`src/rtl/sim_uart_pkg.sv`:
```
// Shared types for the simulation UART input responder.
// Byte type and the "no character available" marker.
package sim_uart_pkg;

    typedef logic [7:0] uart_ch_t;

    localparam uart_ch_t UART_NO_CHAR = 8'hFF;

    function automatic logic [31:0] sat_inc(input logic [31:0] v);
        return (v == 32'hFFFF_FFFF) ? v : v + 32'd1;
    endfunction

endpackage

```
`src/rtl/sim_uart_fifo.sv`:
```
// Character FIFO for the UART input responder.
// Extra pointer MSB distinguishes full from empty.
module sim_uart_fifo
    import sim_uart_pkg::*;
#(
    parameter int DEPTH = 16,
    localparam int AW = $clog2(DEPTH)
) (
    input  logic         clock,
    input  logic         reset_n,
    input  logic         push,
    input  uart_ch_t     push_ch,
    input  logic         pop,
    output uart_ch_t     head,
    output logic [AW:0]  level,
    output logic         full,
    output logic         empty
);

    uart_ch_t    mem [DEPTH];
    logic [AW:0] wr_ptr;
    logic [AW:0] rd_ptr;
    logic        do_push;
    logic        do_pop;

    assign full    = (wr_ptr[AW] != rd_ptr[AW]) &&
                     (wr_ptr[AW-1:0] == rd_ptr[AW-1:0]);
    assign empty   = (wr_ptr == rd_ptr);
    assign level   = wr_ptr - rd_ptr;
    assign head    = mem[rd_ptr[AW-1:0]];
    assign do_push = push && !full;
    assign do_pop  = pop && !empty;

    always_ff @(posedge clock or negedge reset_n) begin
        if (!reset_n) begin
            wr_ptr <= '0;
            rd_ptr <= '0;
        end else begin
            if (do_push) wr_ptr <= wr_ptr + 1'b1;
            if (do_pop)  rd_ptr <= rd_ptr + 1'b1;
        end
    end

    // Storage needs no reset; the pointers alone define validity.
    always_ff @(posedge clock) begin
        if (do_push) mem[wr_ptr[AW-1:0]] <= push_ch;
    end

endmodule

```
`src/rtl/sim_uart_in_responder.sv`:
```
// Host-fed responder for the DUT UART input channel, optional baud gap.
// Define SIM_UART_IN_ECHO_EN to add the echo_valid/echo_ch outputs.
module sim_uart_in_responder
    import sim_uart_pkg::*;
#(
    parameter int DEPTH    = 16,
    parameter int IDLE_GAP = 0,
    localparam int LW = $clog2(DEPTH) + 1
) (
    input  logic          clock,
    input  logic          reset_n,
    input  logic          host_valid,
    input  uart_ch_t      host_ch,
    output logic          host_ready,
    input  logic          uart_in_valid,
    output uart_ch_t      uart_in_ch,
    output logic [LW-1:0] fifo_level,
    output logic [31:0]   delivered_cnt,
`ifdef SIM_UART_IN_ECHO_EN
    output logic [31:0]   empty_req_cnt,
    output logic          echo_valid,
    output uart_ch_t      echo_ch
`else
    output logic [31:0]   empty_req_cnt
`endif
);

    uart_ch_t    head;
    logic        full;
    logic        empty;
    logic        avail;
    logic        deliver;
    logic [31:0] gap_cnt;

    assign avail      = !empty && (gap_cnt == 32'd0);
    assign deliver    = uart_in_valid && avail;
    assign uart_in_ch = avail ? head : UART_NO_CHAR;
    assign host_ready = !full;

    sim_uart_fifo #(
        .DEPTH(DEPTH)
    ) u_fifo (
        .clock   (clock),
        .reset_n (reset_n),
        .push    (host_valid && host_ready),
        .push_ch (host_ch),
        .pop     (deliver),
        .head    (head),
        .level   (fifo_level),
        .full    (full),
        .empty   (empty)
    );

    always_ff @(posedge clock or negedge reset_n) begin
        if (!reset_n) begin
            gap_cnt       <= '0;
            delivered_cnt <= '0;
            empty_req_cnt <= '0;
        end else begin
            if (deliver) begin
                delivered_cnt <= delivered_cnt + 32'd1;
                gap_cnt       <= 32'(IDLE_GAP);
            end else begin
                if (uart_in_valid)
                    empty_req_cnt <= sat_inc(empty_req_cnt);
                if (gap_cnt != 32'd0)
                    gap_cnt <= gap_cnt - 32'd1;
            end
        end
    end

`ifdef SIM_UART_IN_ECHO_EN
    always_ff @(posedge clock or negedge reset_n) begin
        if (!reset_n) begin
            echo_valid <= 1'b0;
            echo_ch    <= 8'h00;
        end else begin
            echo_valid <= deliver;
            if (deliver) echo_ch <= head;
        end
    end
`endif

endmodule
```
`config.mk`:
```
export PLATFORM = sky130hd
export DESIGN_NAME = sim_uart_in_responder
export DESIGN_NICKNAME = d
export VERILOG_FILES = /design/src/rtl/sim_uart_pkg.sv /design/src/rtl/sim_uart_fifo.sv /design/src/rtl/sim_uart_in_responder.sv
export SDC_FILE = /design/constraint.sdc
export NUM_CORES = 1
export LEC_CHECK = 0
export CORE_MARGIN = 1.5
export CORE_UTILIZATION = 50
export CTS_BUF_LIST = sky130_fd_sc_hd__clkbuf_4 sky130_fd_sc_hd__clkbuf_8
export CTS_CLUSTER_DIAMETER = 200
export DETAILED_ROUTE_END_ITERATION = 8
export PLACE_DENSITY_LB_ADDON = 0.25
export SLEW_MARGIN = 20
export SYNTH_ARGS = -nofsm -noshare
export SYNTH_HDL_FRONTEND = slang
export SYNTH_SLANG_ARGS = --single-unit
```
`constraint.sdc`:
```
create_clock -name clock -period 3.52 [get_ports clock]
set_input_delay 0.704 -clock clock [delete_from_list [all_inputs] [get_ports clock]]
set_output_delay 0.704 -clock clock [all_outputs]
set_load 0.05 [all_outputs]
```
# Word level (Yosys, flattened, before mapping)
# Memory sizes are Yosys's and may differ from the RTL's.
# Cells that the tools add are included.
[op_classes] add_sub_neg=6 eq_ne=4 n_bitwise=2 mux=5 n_reduce_logical=12
[op_table] operator="adder 32 x 1 -> 32 bit, second input constant" count=2
[op_table] operator="2-to-1 mux 32 bit" count=2
[op_table] operator="== test 32 bit, second input constant" count=1
[op_table] operator="logical NOT 32 bit" count=1
[op_table] operator="nonzero test 32 bit" count=1
[op_table] operator="subtractor 32 x 1 -> 32 bit, second input constant" count=1
[op_table] operator="adder 5 x 1 -> 5 bit, second input constant" count=2
[op_table] operator="2-to-1 mux 8 bit" count=1
[op_table] operator="logical AND 1 bit" count=6
[op_table] operator="== test 5 bit" count=1
[op_table] operator="subtractor 5 bit" count=1
[op_table] operator="== test 4 bit" count=1
[op_table] operator="AND reduction 3 bit" count=1
[op_table] operator="logical NOT 1 bit" count=2
[op_table] operator="2-to-1 mux 1 bit" count=2
[op_table] operator="NOT 1 bit" count=2
[op_table] operator="nonzero test 2 bit" count=1
[op_table] operator="inequality test 1 bit" count=1
[totals] elab_cells=35 ram_bits=128 register_bits=106 output_inout_bits=78 mem_count=1 in_bits=12
[memory_table] memory="u_fifo.mem" depth=16 width=8 read_ports=1 rd_clocked_by_memory_dff=0 wr=1 line="sim_uart_fifo.sv:20" rtl="uart_ch_t mem [DEPTH];"

# Depth between registers and ports, before layout
[logic_depth] depth_word=7 depth_mapped=10 depth_no_buf=7

# By module
# From an unflattened synthesis, not the netlist that was laid out.
[unflattened] cells_unflattened=740 area_unflattened_um2=10485.1
[modules_own_cells] mod="sim_uart_fifo" cells_per_inst=297 seq_area_each_um2=4093.9 area_each_um2=5750.5 instances=1
[modules_own_cells] mod="sim_uart_in_responder" cells_per_inst=443 seq_area_each_um2=2402.3 area_each_um2=4734.5 instances=1

# Worst setup path after synthesis
# Ideal clock, no wire load.
[synth_path] kind="reg2reg" from="reg u_fifo.rd_ptr[1]" to="mem u_fifo.mem[3][0] (netlist bit), enable pin" t_required_ns=3.137 period_less_slack_ns=3.531 path_buffers=3 setup_ns=0.383 path_slack_ns=-0.011 stages_incl_launch_ff=11 arrival_ns=3.147 cell_sequence="dfrtp_1 clkbuf_1 buf_1 inv_1 ha_1 nand4_1 nand2b_1 and2_1 clkbuf_1 nand2_1 nor3_1"
[synth_between] elab_chain_len=7
[synth_rtl] element="start, declared" line="sim_uart_fifo.sv:22" rtl="logic [AW:0] rd_ptr;"
[synth_rtl] element="start signal, assigned" line="sim_uart_fifo.sv:40" rtl="if (do_pop) rd_ptr <= rd_ptr + 1'b1;"
[synth_rtl] element="== test 4 bit *" line="sim_uart_fifo.sv:27" rtl="(wr_ptr[AW-1:0] == rd_ptr[AW-1:0]);"
[synth_rtl] element="logical AND 1 bit *" line="sim_uart_fifo.sv:26" rtl="assign full = (wr_ptr[AW] != rd_ptr[AW]) &&"
[synth_rtl] element="logical NOT 1 bit *" line="sim_uart_in_responder.sv:38" rtl="assign host_ready = !full;"
[synth_rtl] element="named net host_ready" line="sim_uart_in_responder.sv:14" rtl="output logic host_ready,"
[synth_rtl] element="logical AND 1 bit" line="sim_uart_in_responder.sv:45" rtl=".push (host_valid && host_ready),"
[synth_rtl] element="logical AND 1 bit *" line="sim_uart_fifo.sv:31" rtl="assign do_push = push && !full;"
[synth_rtl] element="2-to-1 mux 1 bit *" line="sim_uart_fifo.sv:46" rtl="if (do_push) mem[wr_ptr[AW-1:0]] <= push_ch;"
[synth_rtl] element="2-to-1 mux 1 bit (implied by the code) *" line="sim_uart_fifo.sv:46"
[synth_rtl] element="end, declared" line="sim_uart_fifo.sv:20"
# Mark *: on every way through the listed nets, which the timed path passes. The rest lies on a longest branch.

# Worst setup path after layout
[layout_path] from="reg u_fifo.rd_ptr[0]" to="out uart_in_ch[0]"
[layout_between] elab_chain_len=4 elab_cells_between_ends=5 cone_classes="1 x eq/ne; 1 x mux; 2 x reduce/logical; 1 x memory"
[layout_rtl] element="branches (longest 3 deep; another with memory read (16 x 8 bit))"
[layout_rtl] element="2-to-1 mux 8 bit *" line="sim_uart_in_responder.sv:37" rtl="assign uart_in_ch = avail ? head : UART_NO_CHAR;"
[layout_rtl] element="end, declared" line="sim_uart_in_responder.sv:16" rtl="output uart_ch_t uart_in_ch,"
# Every way passes the cells marked *.

==> results.toml <==
[timing]
slew_headroom_pct = 36.4
max_freq_mhz = 292
finalSetupViolCount = 0
tightest_slew_ps = 954
rsz0062_at_grt = "false"
worst_hold_slack_ps = 319
setup_ws_ps = 92.1
final_hold_viol_count = 0
drv_slew = 0
tns_ps = 0
period_minus_slack_ps = 3430
period_share_pct = 97.4
fin_worst_skew_ps = 13.7

[finish]
fin_nets = 867
insertedDiodeCount = 0
drive_above_1_share_pct = 20.1
area_growth_pct = 23.0
stdcell_count = 1141

[critical_path]
cp-end-kind = "primary output"
worstSetupPathType = "reg2out"
cp_cell_sequence = "clkbuf_16 -> mux4_2 -> mux4_2 -> or2_4 -> buf_12"
rrSetupSlack_ps = 800
cp_data_required_time_ps = 2820
start_kind = "register"
crit_slowest_cell = "mux4_2"
crit_top_cell = "mux4_2"
arrival_ps = 2720
crit_fanout = 16
rr_worst_depth = 7
slowest_delay_ps = 530

[yosys]
ys_seq_area_share_pct = 63.8
ys.flop_type = "edfxtp_1"
async_flop_share_pct = 45.3
synth_seq_cells = 234
syn_area_um2 = 10200
yosysWarnings = 0
yosysTopAreaCellShare_pct = 37.7
avgSynthCellArea_um2 = 14.5
postSynthCellCount = 704
synth_cell_types = 46
synth_edf_count = 128
synth_area_leader_cell = "edfxtp_1"
synthesis.nets = 729
synth.area.top_cells = "edfxtp_1 38%, dfrtp_1 26%, mux4_2 8.8%, xor2_1 5.4%, xnor2_1 3.2%"

[placed_design]
placed_cells = 1067
port_buffers = 89
dpl.hpwl_um = 14200
gp_congestion = 0.869
dp_slack_ps = 484

[grt]
grtUsageTotal_pct = 21.8
antenna_found_initial = 0
gr-total-overflow = 0
grt_pass1_wl_um = 36100
grt_pass1_vias = 6686
grt_max_degree = 77

[power_and_ir_drop]
combPwrFrac_pct = 40.0
clkPwrFrac_pct = 25.1
power.internal_mw = 6.31
power_switching_mw = 3.46
power_mw = 9.77
p_leak_nw = 5.18
power_density_nw_per_um2 = 780
switching_share_pct = 35.4
ir_worst_vdd_mv = 0.467
pwr-share-seq_pct = 34.8

[clock_tree]
hold_buffers = 0
clockBufferDepth = 3
cts_made_buffers = 41
ctsHtreeMaxLevel = 2
cts_root_buffer = "clkbuf_8"
cts_tree = "yes"
clk_pin_slew_ps = 60
clock_latency_ps = 530
cts.sinks = 234

[floorplanning]
dieArea_um2 = 21200
num_rows = 52
die_y_um = 146
io_pins = 90
die_w_um = 146
core_area_um2 = 20100
start_util_pct = 50.7

[run]
maxCapViolations = 0

[drt]
drtPass1Iterations = 5
num_vias = 6437
ant_nets = 0
wl_per_cell_um = 19.7
vias_per_cell = 5.64
drtIter0Drc = 488
drc = 0
wl_um = 22400

[status]
outcome = "finished clean"

[worst_hold_path]
hold_class = "in2async"
[synthesized netlist by cell type, types with 2 or more instances]
cell type  instances
mux4_2            40
or4_1              6
buf_4              3
a21o_1             2
clkbuf_1          12
nor3_1            44
nor3b_1            3
or2_2             10
and2_1             2
and4_1             6
inv_1             20
nand3_1           23
nand2b_1           6
buf_1              4
ha_1              12
nor4b_1            2
edfxtp_1         128
xnor2_1           37
dfrtp_1          106
a21oi_1            2
o21ai_0            7
nor2b_1            3
nor2_1            27
xor2_1            63
and3_1             7
nand2_1           38
nor4_1            28
buf_2              6
or3_1              6
nand4_1           35
[layout make-up]
class	count	area, µm²
Multi-Input combinational cell	423	3520
Clock inverter	15	98.8
Timing Repair Buffer	121	1280
Clock buffer	57	722
Sequential cell	234	6500
Inverter	21	78.8
Fill cell	1453	7580
Tap cell	270	338
[power groups by stage]
| stage | clock network [mW] | registers (mW) | logic [mW] |
|---|---|---|---|
| final | 2.46 | 3.41 | 3.91 |
| after global routing | 2.65 | 3.43 | 4.11 |
| after CTS | 2.52 | 3.40 | 3.91 |
| after detailed placement | 0 | 3.45 | 3.88 |
| after global placement | 0 | 3.43 | 3.84 |
| after floorplan | 0 | 3.55 | 2.21 |
[path summary, 6_finish.rpt]
kind	endpoint	startpoint
min in group clock	gap_cnt[23]$_DFFE_PN0P_	gap_cnt[23]$_DFFE_PN0P_
hold reg to reg	gap_cnt[23]$_DFFE_PN0P_	gap_cnt[23]$_DFFE_PN0P_
setup reg to reg	empty_req_cnt[1]$_DFFE_PN0P_	gap_cnt[12]$_DFFE_PN0P_
setup / recovery	uart_in_ch[0]	u_fifo.rd_ptr[0]$_DFFE_PN0P_
max in group asynchronous	empty_req_cnt[22]$_DFFE_PN0P_	reset_n
hold / removal	gap_cnt[2]$_DFFE_PN0P_	reset_n
[sequential cells by signal, indices dropped and copies added (netlist names)]
signal / cells
u_fifo.mem: 128
delivered_cnt: 32
empty_req_cnt: 32
gap_cnt: 32
u_fifo.rd_ptr: 5
u_fifo.wr_ptr: 5
[worst max-delay path: cells and delay by family, from the launching register on]
family / cells / cell delay (ps)
and+or+nand+nor: 1 / 260
DFF: 1 / 480
buffers and inverters: 2 / 410
muxes: 2 / 1050
[logic make-up after synthesis]
family                     after synthesis  share of synthesized area [%]
and+or+nand+nor                        251                           13.6
DFF                                    234                           63.8
xor gates and xnor gates               100                           8.60
buffers and inverters                   47                           1.99
muxes                                   42                           9.10
AOI/OAI and AO/OA                       17                           1.24
adders and majority gates               13                           1.67
[cell usage in the layout (no fill, tap or decap), types with 2 or more instances in the layout]
| master | n |
|---|---|
| a21o_1 | 2 |
| xor2_1 | 63 |
| or2_4 | 2 |
| clkinv_2 | 4 |
| nor2_1 | 26 |
| or2_2 | 8 |
| clkbuf_4 | 10 |
| nor2b_1 | 3 |
| ha_1 | 12 |
| nand2_1 | 37 |
| buf_12 | 13 |
| clkinvlp_4 | 3 |
| and2_1 | 2 |
| clkdlybuf4s50_1 | 75 |
| nand4_1 | 35 |
| clkbuf_8 | 47 |
| and3_1 | 7 |
| nor4b_1 | 2 |
| nor4_1 | 27 |
| buf_4 | 32 |
| or3_1 | 6 |
| nor3_1 | 43 |
| dfrtp_1 | 105 |
| edfxtp_1 | 128 |
| o21ai_0 | 7 |
| or4_1 | 6 |
| inv_1 | 20 |
| a21oi_1 | 2 |
| nand3_1 | 23 |
| mux4_2 | 40 |
| and4_1 | 6 |
| nand2b_1 | 6 |
| xnor2_1 | 37 |
| nor3b_1 | 3 |
| clkinv_1 | 7 |
[stage by stage]
stage          cell area, µm²  util, %
2_1_floorplan           10200        -
3_3_place_gp            11700     58.0
3_5_place_dp            11700     58.0
4_1_cts                 12500     62.1
5_1_grt                 12500     62.3
6_report                12500     62.3
[timing repair]
item | 4_1_cts | 5_1_grt
buffers inserted | 0 | 1
resized for setup | 4 | 2
gates cloned | 0 | 1
endpoints found under the setup margin | 8 | 8
[layer usage]
layer  GRT usage (%)  share of wire (%)  vias up
li1                -                  -     2927
met1            29.2                 42     3250
met2            35.0                 49      215
met3            4.86                6.5       45
met4            8.37                2.5        0
met5               0                  0        -
(Power assumes the default switching activity.)
==> edit 1, RTL diff (config.mk and constraints unchanged) <==
`DEPTH` is set to 16 in 2 places; all go to 32.
--- a/src/rtl/sim_uart_fifo.sv
+++ b/src/rtl/sim_uart_fifo.sv
@@ -5,3 +5,3 @@
 #(
-    parameter int DEPTH = 16,
+    parameter int DEPTH = 32,
     localparam int AW = $clog2(DEPTH)
--- a/src/rtl/sim_uart_in_responder.sv
+++ b/src/rtl/sim_uart_in_responder.sv
@@ -5,3 +5,3 @@
 #(
-    parameter int DEPTH    = 16,
+    parameter int DEPTH    = 32,
     parameter int IDLE_GAP = 0,
Ports: changed (resized fifo_level); port bits go from 90 to 91. The function was not compared with the original's and may differ.
==> edit 1 against the original RTL <==
The run now ends with negative setup slack left; total power grew 50%; synthesized area grew 48%; register-to-register slack got worse by 0.44 ns; cell count is 40% higher; sequential cell count increased by 130; wire length increased by 45%; setup slack worse by 0.093 ns; design area increased by 49%; via count up 37%; critical endpoint is now uart_in_ch[1].
==> edit 1: results (changes against the original RTL) <==
| Metric | Value |
|---|---|
| Adder-Cell Fraction of Synth Area | 0.0121 (-0.00461) |
| Run status | finished with violations |
| First-pass DRT Iterations | 5 (unchanged) |
| Placed Cells | 1463 (+37%) |
| Post-synthesis sequential area ratio | 0.688 (+0.0501) |
| Violated checks | negative setup slack |
| Total CTS buffers | 57 (+39%) |
| Mapped Nets | 970 (+33%) |
| CTS max path bufs | 3 (unchanged) |
| # diodes | 0 (unchanged) |
| Total Routing Usage GR | 0.212 (-0.00623) |
| Vias | 8796 (+37%) |
| Syn Inst Count | 944 (+34%) |
| Post-synth EDFFs | 256 (+100%) |
| Initial antenna violation count | 0 (unchanged) |
| Routability Congestion | 0.864 (-0.52%) |
| Most frequent cells after synthesis | edfxtp_1 (256), dfrtp_1 (108), nand2_1 (83), mux4_2 (72), nor2_1 (64) |
| Fin worst setup slack | -0.000982 ns (-0.0931 ns) |
| Wire length of the first global-routing pass | 50.0 mm (+39%) |
| Leakage | 7.14 nW (+38%) |
| Worst-Skew Late Latency | 0.62 ns (+0.09 ns) |
| Finish-stage setup viols | 1 (+1) |
| Synthesis Warnings | 0 (unchanged) |
| Ratio of cells with drive above 1 in the final layout | 0.271 (+0.0703) |
| Largest register FFs | 256 (+100%) |
| Crit path DAT | 2.82 ns (+0.10 ns) |
| Area contributors post-synth | edfxtp_1 (51%), dfrtp_1 (18%), mux4_2 (11%), xnor2_1 (3.5%), xor2_1 (2.4%) |
| CTS clock-pin slew for the worst setup and hold paths | 0.06 ns (about the same) |
| Fin nets | 1179 (+36%) |
| Setup TNS | -0.000982 ns (-0.000982 ns) |
| Slowest stage delay, CP | 0.53 ns (about the same) |
| Slowest cell on crit path | dfrtp_4 |
| Hold Path Class | input port to async pin |
| Final wirelength | 32.6 mm (+45%) |
| Non-Filler Instances | 1592 (+40%) |
| Largest net degree at the start of global routing | 72 (-6.5%) |
| Compound-Gate Fraction of Synth Area | 0.0171 (+0.00466) |
| FILL cells | 2182 (+50%) |
| P_sw | 5.11 mW (+48%) |
| Worst vdd ir | 1.66 mV (+260%) |
| XOR/XNOR share of the synthesized area | 0.0591 (-0.0268) |
| FFs w/ async S/R, synth | 0.297 (-0.156) |
| Root Driver | clkbuf_8 |
| Final Skew | 0.0368 ns (+0.0232 ns) |
| Yosys cell types | 55 (+20%) |
| Number of H-tree levels | 2 (unchanged) |
| DRT iter0 DRCs | 663 (+36%) |
| Max_slew headroom | 0.367 (+0.00329) |
| Critical Path Fanout Max | 7 (-9) |
| Number of port buffers | 90 (+1.1%) |
| DPL Wire Length | 20.7 mm (+46%) |
| Multiplexer share of the synthesized area | 0.108 (+0.0171) |
==> edit 1: cell count changes after synthesis, sizes merged, moves of 13 or more <==
cell    before  now
nor3        44   26
edfxtp     128  256
nor4        28   11
nand4       35   22
xor2        63   41
and3         7   21
xnor2       37   61
nand2       38   83
mux4        40   72
nor2        28   64
==> edit 1: logic make-up after synthesis <==
family,count (synthesis)
buffers and inverters,55
and+or+nand+nor,297
adders and majority gates,14
muxes,73
AOI/OAI and AO/OA,39
xor gates and xnor gates,102
DFF,364
==> edit 1: through the flow <==
stage	instance area (um2)	worst slack, ns
after CTS	18500	-0.0464
after floorplan	15100	-0.0606
final	18600	-0.000982
after detailed placement	17000	0.345
after global placement	17000	0.357
after global routing	18600	-0.0798
==> edit 1: layout make-up <==
class                           count  area share
Clock inverter                     21     0.00671
Clock buffer                       87      0.0575
Inverter                           21     0.00436
Sequential cell                   364       0.558
Multi-Input combinational cell    525       0.250
Tap cell                          390      0.0262
Timing Repair Buffer              184      0.0978
==> edit 1: worst paths after layout <==
kind                                   start                 to  slack, ns  cells past startpoint
max in group asynchronous            reset_n  delivered_cnt[14]       2.51                      2
hold reg to reg            delivered_cnt[31]  delivered_cnt[31]       0.46                      1
hold / removal                       reset_n  empty_req_cnt[14]       0.24                      1
min in group clock         delivered_cnt[31]  delivered_cnt[31]       0.46                      1
setup / recovery            u_fifo.rd_ptr[0]      uart_in_ch[1]     -0.001                     10
setup reg to reg                 gap_cnt[15]  delivered_cnt[29]       0.36                      8
==> edit 1: power groups by stage <==
stage	clock network (mW)	logic [mW]	registers (mW)
after floorplan	0	3.14	5.29
after global placement	0	5.11	5.22
after detailed placement	0	5.15	5.23
after CTS	3.71	5.68	5.10
after global routing	3.90	6.17	5.13
final	3.63	5.89	5.11
==> edit 1: routing by layer <==
metal	part of all wire	GRT usage	routed length [um]	up-vias
li1	-	-	-	4043
met1	0.45	0.300	14500	4434
met2	0.48	0.335	15600	262
met3	0.052	0.0331	1690	57
met4	0.024	0.0770	778	0
met5	0	0	0	-
==> edit 1: worst max-delay path, delay by kind of cell (launching register included) <==
kind	cells	cell delay (ns)
mux	1	0.34
simple gates	3	0.36
compound gates	2	0.32
buf+inv	4	0.66
flops	1	0.53
==> edit 1: timing repair <==
| item | 4_1_cts | 5_1_grt |
|---|---|---|
| endpoints found under the hold margin | 0 | 0 |
| gates resized for setup | 36 | 17 |
| buffers inserted | 16 | 2 |
| pin swaps | 4 | 7 |
| gates cloned | 2 | 2 |
| setup endpoints to repair | 9 | 10 |
==> edit 2, RTL diff (config.mk and constraints unchanged) <==
Without the edit above. Put one more register stage on the output `delivered_cnt`, cleared by the reset. The value now appears one clock later. The other outputs are not delayed to match.
--- a/src/rtl/sim_uart_in_responder.sv
+++ b/src/rtl/sim_uart_in_responder.sv
@@ -26,2 +26,4 @@
 );
+
+    logic [31:0] delivered_cnt_s0;
 
@@ -56,3 +58,3 @@
             gap_cnt       <= '0;
-            delivered_cnt <= '0;
+            delivered_cnt_s0 <= '0;
             empty_req_cnt <= '0;
@@ -60,3 +62,3 @@
             if (deliver) begin
-                delivered_cnt <= delivered_cnt + 32'd1;
+                delivered_cnt_s0 <= delivered_cnt_s0 + 32'd1;
                 gap_cnt       <= 32'(IDLE_GAP);
@@ -83,2 +85,10 @@
 
+    always_ff @(posedge clock or negedge reset_n) begin
+        if (!reset_n) begin
+            delivered_cnt <= '0;
+        end else begin
+            delivered_cnt <= delivered_cnt_s0;
+        end
+    end
+
 endmodule
Formal check against the unedited RTL: not equivalent (Yosys sat finds a counterexample within 4 cycles, from zero or initial values and one cycle with reset_n low).
==> edit 2 against the original RTL <==
Total power rose by 6.4%; sequential power rose by 12%; synthesized area rose by 8.6%; via count rose by 3.3%; wire length rose by 4.3%; setup slack improved by 0.021 ns; non-clock buffer count fell by 3; critical path depth did not move; count of clock-buffer cells in the layout rose by 13; first-iteration DRC count fell by 26%; cell count rose by 4.6%; design area rose by 7.2%; sequential cell count rose by 32.
==> edit 2: results (changes against the original RTL) <==
| Metric | Value |
|---|---|
| RR Startpoint | empty_req_cnt[0] |
| Yosys cell types | 46 (unchanged) |
| Placed Area | 0.0125 mm2 (+6.9%) |
| Multi-input combinational area share | 0.269 (-0.0114) |
| Run status | complete, no violations |
| Post-place setup slack | 0.678 ns (+0.194 ns) |
| Most frequent cells after synthesis | dfrtp_1 (138), edfxtp_1 (128), xor2_1 (64), nand2_1 (44), nor3_1 (42) |
| Multiplexer share of the synthesized area | 0.0835 (-0.00753) |
| Routed wl met2 | 11.3 mm (+2.6%) |
| Area Overhead vs Synth | 21.4% |
| Avg Inst Size Synth | 15.1 um2 (+4.0%) |
| DRT iter0 DRCs | 361 (-26%) |
| FILL cells | 1647 (+13%) |
| Met3 usage in global routing | 0.0356 (-0.0130) |
| Worst Setup EP | uart_in_ch[4] |
| DPL Wire Length | 15.3 mm (+7.7%) |
| Total CTS buffers | 45 (+9.8%) |
| Clk_buf instances | 70 (+23%) |
| Slew @ Worst Pin | 0.859 ns (-0.0949 ns) |
| Fin nets | 902 (+4.0%) |
| Routability Congestion | 0.863 (-0.64%) |
| Non-clock buffers | 118 (-2.5%) |
| Met3 wire length | 1.32 mm (-10%) |
| Total Routing Usage GR | 0.215 (-0.00302) |
| Final wirelength | 23.4 mm (+4.3%) |
| Crit path DAT | 2.70 ns (-0.02 ns) |
| Synth Cell Area | 0.0111 mm2 (+8.6%) |
| Clock-cell share of area | 0.0715 (+0.00595) |
| Slowest stage delay, CP | 0.55 ns (+0.02 ns) |
| Area contributors post-synth | edfxtp_1 (35%), dfrtp_1 (31%), mux4_2 (8.1%), xor2_1 (5.1%), xnor2_1 (3.1%) |
| Seq_cells | 266 (+14%) |
| Worst-Skew Late Latency | 0.55 ns (+0.02 ns) |
| Placed Cells | 1110 (+4.0%) |
| Critical Path Fanout Max | 35 (+19) |
| Multi-input comb cells | 431 (+1.9%) |
| Min Hold Slack | 0.121 ns (-0.198 ns) |
| Non-Clock Inverter Count | 15 (-29%) |
| Vias in the first global route | 6930 (+3.6%) |
| Compound-Gate Fraction of Synth Area | 0.00780 (-0.00460) |
| Post-route minimum period | 3.41 ns (-0.0213 ns) |
| Synth Flop Type | dfrtp_1 |
| NonClk Buf Share | 0.0855 (-0.0164) |
| Post-Route M1 WL | 10.2 mm (+7.7%) |
| Met2 Resource Use GR | 0.341 (-0.00881) |
| Routed vias/inst | 5.57 (-1.3%) |
| Leakage | 5.44 nW (+5.1%) |
| Post-synthesis sequential area ratio | 0.660 (+0.0220) |
| Mapped Nets | 760 (+4.3%) |
| Vias | 6650 (+3.3%) |
| Wire length of the first global-routing pass | 37.3 mm (+3.3%) |
| Met1 Usage GRT | 0.298 (+0.00569) |
| Ratio of cells with drive above 1 in the final layout | 0.202 (+0.00149) |
| PostCTS Resize Cnt | 0 (-4) |
| XOR/XNOR share of the synthesized area | 0.0815 (-0.00442) |
| Reg2reg setup slack | 0.76 ns (-0.04 ns) |
| FFs w/ async S/R, synth | 0.519 (+0.0658) |
[edit 2: cell count changes in the layout (fill, tap and decap cells not counted), moves of 6 or more]
| cell | unedited run | this run |
|---|---|---|
| buf_12 | 13 | 5 |
| clkbuf_4 | 10 | 16 |
| clkbuf_8 | 47 | 54 |
| dfrtp_1 | 105 | 137 |
| inv_1 | 20 | 14 |
| nand2_1 | 37 | 44 |
| nand2b_1 | 6 | 12 |
| nand3_1 | 23 | 30 |
| nand4_1 | 35 | 28 |
| or2_2 | 8 | 2 |
[edit 2: power by group through the flow]
| stage | Sequential (mW) | Combinational, mW | Clock (mW) |
|---|---|---|---|
| floorplan | 4.05 | 2.23 | 0 |
| global placement | 3.86 | 3.66 | 0 |
| detailed placement | 3.88 | 3.73 | 0 |
| CTS | 3.82 | 3.75 | 2.92 |
| global route | 3.86 | 3.93 | 3.06 |
| finish | 3.83 | 3.72 | 2.85 |
